===== src/rtl/vga_timing_pkg.sv =====
// rtl/vga_timing_pkg.sv - shared raster timing constants and sync polarity helpers
package vga_timing_pkg;

  localparam int CNT_W = 10;

  localparam int DEF_H_VIS    = 640;
  localparam int DEF_H_FP     = 16;
  localparam int DEF_H_SYNC   = 96;
  localparam int DEF_H_BP     = 48;
  localparam int DEF_V_VIS    = 480;
  localparam int DEF_V_FP     = 10;
  localparam int DEF_V_SYNC   = 2;
  localparam int DEF_V_BP     = 33;
  localparam int DEF_SYNC_NEG = 1;

  localparam int DEF_H_TOTAL = DEF_H_VIS + DEF_H_FP + DEF_H_SYNC + DEF_H_BP;
  localparam int DEF_V_TOTAL = DEF_V_VIS + DEF_V_FP + DEF_V_SYNC + DEF_V_BP;

  localparam logic SYNC_ACTIVE_LVL = (DEF_SYNC_NEG != 0) ? 1'b0 : 1'b1;
  localparam logic SYNC_IDLE_LVL   = ~SYNC_ACTIVE_LVL;

  // Maps a logical "sync asserted" flag onto the pin level for a given polarity.
  function automatic logic sync_level(input int sync_neg, input logic asserted);
    return (sync_neg != 0) ? ~asserted : asserted;
  endfunction

endpackage


===== src/rtl/vga_scan_timing_if.sv =====
// rtl/vga_scan_timing_if.sv - scan timing outputs bundle towards the colour-select logic
interface vga_scan_timing_if;
  import vga_timing_pkg::*;

  logic             hsync;
  logic             vsync;
  logic             visible;
  logic [CNT_W-1:0] col;
  logic [CNT_W-1:0] row;
  logic [CNT_W-1:0] row_inv;
  logic             frame_start;
  logic             line_end;

  modport master (
    output hsync, vsync, visible, col, row, row_inv, frame_start, line_end
  );

  modport slave (
    input hsync, vsync, visible, col, row, row_inv, frame_start, line_end
  );

endinterface


===== src/rtl/vga_axis_counter.sv =====
// rtl/vga_axis_counter.sv - one raster axis: wrapping position counter with region decode
module vga_axis_counter
  import vga_timing_pkg::*;
#(
  parameter int VIS  = DEF_H_VIS,
  parameter int FP   = DEF_H_FP,
  parameter int SYNC = DEF_H_SYNC,
  parameter int BP   = DEF_H_BP
) (
  input  logic             i_clk,
  input  logic             i_rst_n,
  input  logic             i_step,
  output logic [CNT_W-1:0] o_count,
  output logic             o_wrap,
  output logic             o_in_visible,
  output logic             o_in_sync
);

  localparam int               L_TOTAL   = VIS + FP + SYNC + BP;
  localparam logic [CNT_W-1:0] L_LAST    = CNT_W'(L_TOTAL - 1);
  localparam logic [CNT_W-1:0] L_VIS     = CNT_W'(VIS);
  localparam logic [CNT_W-1:0] L_SYNC_LO = CNT_W'(VIS + FP);
  localparam logic [CNT_W-1:0] L_SYNC_HI = CNT_W'(VIS + FP + SYNC - 1);

  logic [CNT_W-1:0] r_count;

  always_ff @(posedge i_clk or negedge i_rst_n) begin
    if (!i_rst_n) begin
      r_count <= '0;
    end else if (i_step) begin
      r_count <= (r_count == L_LAST) ? '0 : r_count + 1'b1;
    end
  end

  // o_wrap flags the terminal count; the caller qualifies it with its own step.
  assign o_count      = r_count;
  assign o_wrap       = (r_count == L_LAST);
  assign o_in_visible = (r_count < L_VIS);
  assign o_in_sync    = (r_count >= L_SYNC_LO) && (r_count <= L_SYNC_HI);

endmodule


===== src/rtl/vga_scan_timing.sv =====
// rtl/vga_scan_timing.sv - raster scan timing generator with per-frame and per-line pulses
module vga_scan_timing
  import vga_timing_pkg::*;
#(
  parameter int H_VIS    = DEF_H_VIS,
  parameter int H_FP     = DEF_H_FP,
  parameter int H_SYNC   = DEF_H_SYNC,
  parameter int H_BP     = DEF_H_BP,
  parameter int V_VIS    = DEF_V_VIS,
  parameter int V_FP     = DEF_V_FP,
  parameter int V_SYNC   = DEF_V_SYNC,
  parameter int V_BP     = DEF_V_BP,
  parameter int SYNC_NEG = DEF_SYNC_NEG
) (
  input  logic               CLK,
  input  logic               RST,
  input  logic               CE,
  vga_scan_timing_if.master  vid
);

  localparam logic             L_SYNC_IDLE = sync_level(SYNC_NEG, 1'b0);
  localparam logic [CNT_W-1:0] L_ROW_TOP   = CNT_W'(V_VIS - 1);

  logic [CNT_W-1:0] w_hcnt;
  logic [CNT_W-1:0] w_vcnt;
  logic             w_h_wrap;
  logic             w_unused_v_wrap;
  logic             w_h_vis;
  logic             w_v_vis;
  logic             w_h_sync;
  logic             w_v_sync;
  logic             w_visible;

  vga_axis_counter #(
    .VIS (H_VIS),
    .FP  (H_FP),
    .SYNC(H_SYNC),
    .BP  (H_BP)
  ) u_h_axis (
    .i_clk       (CLK),
    .i_rst_n     (RST),
    .i_step      (CE),
    .o_count     (w_hcnt),
    .o_wrap      (w_h_wrap),
    .o_in_visible(w_h_vis),
    .o_in_sync   (w_h_sync)
  );

  vga_axis_counter #(
    .VIS (V_VIS),
    .FP  (V_FP),
    .SYNC(V_SYNC),
    .BP  (V_BP)
  ) u_v_axis (
    .i_clk       (CLK),
    .i_rst_n     (RST),
    .i_step      (CE && w_h_wrap),
    .o_count     (w_vcnt),
    .o_wrap      (w_unused_v_wrap),
    .o_in_visible(w_v_vis),
    .o_in_sync   (w_v_sync)
  );

  assign w_visible = w_h_vis && w_v_vis;

  logic             r_hsync;
  logic             r_vsync;
  logic             r_visible;
  logic [CNT_W-1:0] r_col;
  logic [CNT_W-1:0] r_row;
  logic [CNT_W-1:0] r_row_inv;
  logic             r_frame_start;
  logic             r_line_end;

  // Outputs register the decode of the pre-increment counts, so they trail the
  // counters by one CE step; pulses are rewritten every CLK to stay one CLK wide.
  always_ff @(posedge CLK or negedge RST) begin
    if (!RST) begin
      r_hsync       <= L_SYNC_IDLE;
      r_vsync       <= L_SYNC_IDLE;
      r_visible     <= 1'b0;
      r_col         <= '0;
      r_row         <= '0;
      r_row_inv     <= '0;
      r_frame_start <= 1'b0;
      r_line_end    <= 1'b0;
    end else begin
      if (CE) begin
        r_hsync   <= sync_level(SYNC_NEG, w_h_sync);
        r_vsync   <= sync_level(SYNC_NEG, w_v_sync);
        r_visible <= w_visible;
        r_col     <= w_hcnt;
        r_row     <= w_vcnt;
        r_row_inv <= w_visible ? (L_ROW_TOP - w_vcnt) : '0;
      end
      r_frame_start <= CE && (w_hcnt == '0) && (w_vcnt == '0);
      r_line_end    <= CE && w_h_wrap;
    end
  end

  assign vid.hsync       = r_hsync;
  assign vid.vsync       = r_vsync;
  assign vid.visible     = r_visible;
  assign vid.col         = r_col;
  assign vid.row         = r_row;
  assign vid.row_inv     = r_row_inv;
  assign vid.frame_start = r_frame_start;
  assign vid.line_end    = r_line_end;

endmodule


===== src/flat_wrapper.sv =====
// flat-port wrapper written by rule: the top's interface ports become plain ports
module vga_scan_timing_flat import vga_timing_pkg::*;
#(
  parameter int H_VIS    = DEF_H_VIS,
  parameter int H_FP     = DEF_H_FP,
  parameter int H_SYNC   = DEF_H_SYNC,
  parameter int H_BP     = DEF_H_BP,
  parameter int V_VIS    = DEF_V_VIS,
  parameter int V_FP     = DEF_V_FP,
  parameter int V_SYNC   = DEF_V_SYNC,
  parameter int V_BP     = DEF_V_BP,
  parameter int SYNC_NEG = DEF_SYNC_NEG
)
  (CLK, RST, CE, vid_hsync, vid_vsync, vid_visible, vid_col, vid_row, vid_row_inv, vid_frame_start, vid_line_end);
  vga_scan_timing_if vid_i ();
  input  logic CLK;
  input  logic RST;
  input  logic CE;
  output wire logic [$bits(vid_i.hsync)-1:0] vid_hsync;
  output wire logic [$bits(vid_i.vsync)-1:0] vid_vsync;
  output wire logic [$bits(vid_i.visible)-1:0] vid_visible;
  output wire logic [$bits(vid_i.col)-1:0] vid_col;
  output wire logic [$bits(vid_i.row)-1:0] vid_row;
  output wire logic [$bits(vid_i.row_inv)-1:0] vid_row_inv;
  output wire logic [$bits(vid_i.frame_start)-1:0] vid_frame_start;
  output wire logic [$bits(vid_i.line_end)-1:0] vid_line_end;
  assign vid_hsync = vid_i.hsync;
  assign vid_vsync = vid_i.vsync;
  assign vid_visible = vid_i.visible;
  assign vid_col = vid_i.col;
  assign vid_row = vid_i.row;
  assign vid_row_inv = vid_i.row_inv;
  assign vid_frame_start = vid_i.frame_start;
  assign vid_line_end = vid_i.line_end;
  vga_scan_timing #(.H_VIS(H_VIS), .H_FP(H_FP), .H_SYNC(H_SYNC), .H_BP(H_BP), .V_VIS(V_VIS), .V_FP(V_FP), .V_SYNC(V_SYNC), .V_BP(V_BP), .SYNC_NEG(SYNC_NEG)) u_core (.CLK(CLK), .RST(RST), .CE(CE), .vid(vid_i));
endmodule

===== config.mk =====
export PLATFORM = sky130hd
export DESIGN_NAME = vga_scan_timing_flat
export DESIGN_NICKNAME = d
export VERILOG_FILES = /design/src/rtl/vga_timing_pkg.sv /design/src/rtl/vga_scan_timing_if.sv /design/src/rtl/vga_axis_counter.sv /design/src/rtl/vga_scan_timing.sv /design/src/flat_wrapper.sv
export SDC_FILE = /design/constraint.sdc
export NUM_CORES = 1
export LEC_CHECK = 0
export CORE_MARGIN = 3
export CORE_UTILIZATION = 39
export CTS_BUF_LIST = sky130_fd_sc_hd__clkbuf_16
export CTS_CLUSTER_DIAMETER = 60
export DETAILED_ROUTE_END_ITERATION = 6
export MAX_ROUTING_LAYER = met4
export PLACE_DENSITY_LB_ADDON = 0.12
export REMOVE_ABC_BUFFERS = 1
export SLEW_MARGIN = 20
export SYNTH_ARGS = -nofsm -noshare
export SYNTH_HDL_FRONTEND = slang
export SYNTH_SLANG_ARGS = --single-unit

===== constraint.sdc =====
create_clock -name CLK -period 2.6 [get_ports CLK]
set_input_delay 0.26 -clock CLK [delete_from_list [all_inputs] [get_ports CLK]]
set_output_delay 0.26 -clock CLK [all_outputs]
set_load 0.05 [all_outputs]

==> results by group <==
Setup path
  • Max incr delay on CP: 800 ps
  • Critical path class: flip-flop to primary output
  • Worst path slowest cell: clkdlybuf4s50_1
  • Max Fanout on Critical Path: 2
  • Worst path cell trace: clkdlybuf4s50_1
  • Critical path launch point type: flip-flop
  • CP Data Required Time: 2340 ps
  • CP top delay family: buffers and inverters
  • CP Buf/Inv Count: 1
  • Worst Path Arrival: 1610 ps
  • CP endpoint kind: primary output

Cells and area
  • Fillers: 553
  • Fraction of layout cells with a size suffix above 1: 13.9%
  • Design area: 3020 µm²
  • Post-route insts no fill: 327
  • N_diodes: 0
  • Fin nets: 259
  • Synthesis-to-finish area growth: 22.9%

Clocking
  • Max Root-Sink Buffers: 2
  • Clock Sinks: 55
  • Root Driver: clkbuf_16
  • Clock-pin slew on the worst setup and hold paths: about 70 ps
  • CTS tree: yes
  • Post-CTS Setup Bufs: 0
  • Clk_lat worst skew: 290 ps
  • Cts bufs inserted: 5
  • H-Tree Depth: 2

Logic synthesis
  • Asr flop ratio synth: 100%
  • Post-Synthesis Cell Area: 2450 µm²
  • Synth Instances: roughly 220
  • Largest cells by area after synthesis: dfrtp_1, mux2_2, inv_1
  • Post-synth top flop: dfrtp_1
  • Number of synthesized register bits: 55
  • Seq/Total Area, Yosys: around 56%
  • Syn avg cell area: between 10 and 15 µm²
  • Post-synth EDFFs: 0
  • Largest area contributor in the netlist: dfrtp_1
  • Distinct cells, synth: 38
  • Synth Warn #: 0
  • Synth top area share: 54.1%

Route
  • Wire length per cell: 15.1 µm
  • Vias per std cell: ~5.2
  • Detailed Route WL: 4.92 mm
  • DRT antenna net count: 0
  • Initial DRC count: 75
  • Total vias in the final route: 1704
  • Initial DRT Pass Iterations: 4
  • Residual DRC: 0

Place
  • Buffers on Ports: 37
  • Post-DP Area: 2870 µm²
  • Place WS: slightly below 600 ps
  • Hpwl dp: 3.32 mm
  • GP Congestion: 0.793
  • Post-Place Cells: approximately 320

Run status
  • Outcome: complete, no violations

Floorplan
  • Total die area: 7280 µm²
  • Die Ht: 85.3 µm
  • Rows: 28
  • Starting density of the core: 41.0%
  • Die W: roughly 85 µm
  • IO Pins: 38
  • Core area: 5990 µm²

STA
  • Achievable Freq: 0.533 GHz
  • Clock skew: between 8 and 9 ps
  • Tcrit/Tclk final: 72.1%
  • Crit path time final: 1870 ps
  • Final setup vio count: 0
  • Fin Setup TNS: 0 ps
  • RSZ-0062 raised after global routing: no
  • Least-Margin Pin Slew: a little over 500 ps
  • Final worst slack: 725 ps
  • Final Hold Viols: 0
  • Slew Limit Fails: 0
  • Relative max-transition margin: 66.0%

Global routing
  • Largest net degree at the start of global routing: 44
  • Antenna violations before repair: 0
  • Number of global-route vias before repair: 1723
  • Overflow after GRT: 0
  • Total global-route track usage: 15.3%
  • First-pass GRT wire length: 8.68 mm

Worst hold path
  • Min-Delay Path Class: primary input to asynchronous set/reset pin

Pwr
  • Leak: ~1.3 nW
  • PD cells: 703 nW/µm²
  • Pwr Total: 0.00212 W
  • Peak VDD IR: 0.411 mV

Flow run
  • Max_cap viols: 0
state kept, by name, summed over array words and instances, names as in the netlist, 10 cells and up:
name,flops
u_core.vid.col,10
u_core.u_h_axis.o_count,10
u_core.u_v_axis.o_count,10
u_core.vid.row,10
u_core.vid.row_inv,10
layer usage:
| layer | vias to the layer above | global-route usage, % | share of wire [%] |
|---|---|---|---|
| met2 | 46 | 22.2 | 47 |
| met4 | 0 | 4.60 | 1.4 |
| met3 | 6 | 3.69 | 4.1 |
| met5 | - | - | 0 |
| li1 | 830 | - | - |
| met1 | 822 | 21.4 | 47 |
synthesized netlist by cell type, types with 3 or more instances:
library cell	number
o22ai_1	10
a31oi_1	4
dfrtp_1	53
xor2_1	3
nor4_1	5
mux2_2	20
nand3_1	11
inv_1	20
a21oi_1	6
nor2_1	10
clkbuf_1	11
ha_1	5
o21ai_0	5
and3_1	5
xnor2_1	8
nand4_1	6
nand2_1	9
placed cells by master (no fill, tap or decap), drive strengths merged, types with 3 or more instances in the layout:
cell           synthesis  routed
nand2                  9       9
clkbuf                11       5
a21oi                  6       6
mux2                  20      20
nand3                 11      11
buf                    4       5
xnor2                  8       8
clkdlybuf4s50          0      36
o22ai                 10      10
nor2                  10      10
ha                     5       5
inv                   20      21
nand4                  6       6
and3                   5       5
nor4                   6       6
a31oi                  4       4
o21ai                  5       5
dfrtp                 53      53
xor2                   3       3
layout make-up:
cell class	instances	area, µm²	area share, %
clock inverters	3	12.5	0.415
repair buffers	42	405	13.4
well taps	75	93.8	3.11
multi-input cells	127	926	30.7
inverters	20	75.1	2.49
clock buffers	5	125	4.15
flip-flops and latches	55	1380	45.7
worst paths after layout:
| path | startpoint | end | slack (ps) | cells after the start |
|---|---|---|---|---|
| worst max-delay path | u_core.vid.vsync | vid_vsync | 730 | 1 |
| worst min-delay path | RST | u_core.vid.row[5] | 460 | 2 |
| worst max register to register | u_core.u_h_axis.o_count[7] | u_core.u_v_axis.o_count[7] | 750 | 5 |
| worst min register to register | u_core.vid.hsync | u_core.vid.hsync | 490 | 2 |
| max in group asynchronous | RST | u_core.u_v_axis.o_count[1] | 1480 | 3 |
| min in group CLK | u_core.vid.hsync | u_core.vid.hsync | 490 | 2 |
stage by stage:
step | hold slack, ps | utilization, %
floorplan | -35.6 | -
global placement | 247 | 47.9
detailed placement | 240 | 47.9
CTS | 477 | 50.4
global route | 513 | 50.4
finish | 463 | 50.4
what timing repair did:
| item | 4_1_cts | 5_1_grt |
|---|---|---|
| gates resized for setup | 0 | 0 |
| setup endpoints to repair | 0 | 0 |
| endpoints found under the hold margin | 17 | 0 |
| hold buffers | 1 | 0 |
power breakdown:
part	switching (W)	leakage [nW]	total [W]	internal [W]
Clock	0.000288	0.0724	0.000637	0.000349
Sequential	0.000100	0.682	0.00104	0.000937
Combinational	0.000274	0.571	0.000447	0.000173
Total	0.000662	1.33	0.00212	0.00146
logic make-up after synthesis:
| kind of cell | share of synthesized area (%) |
|---|---|
| muxes | 10.0 |
| DFF | 56.2 |
| buffers and inverters | 6.07 |
| and+or+nand+nor | 13.4 |
| xor gates and xnor gates | 3.93 |
| AOI/OAI and AO/OA | 7.90 |
| adders and majority gates | 2.55 |
(Power assumes the default switching activity.)
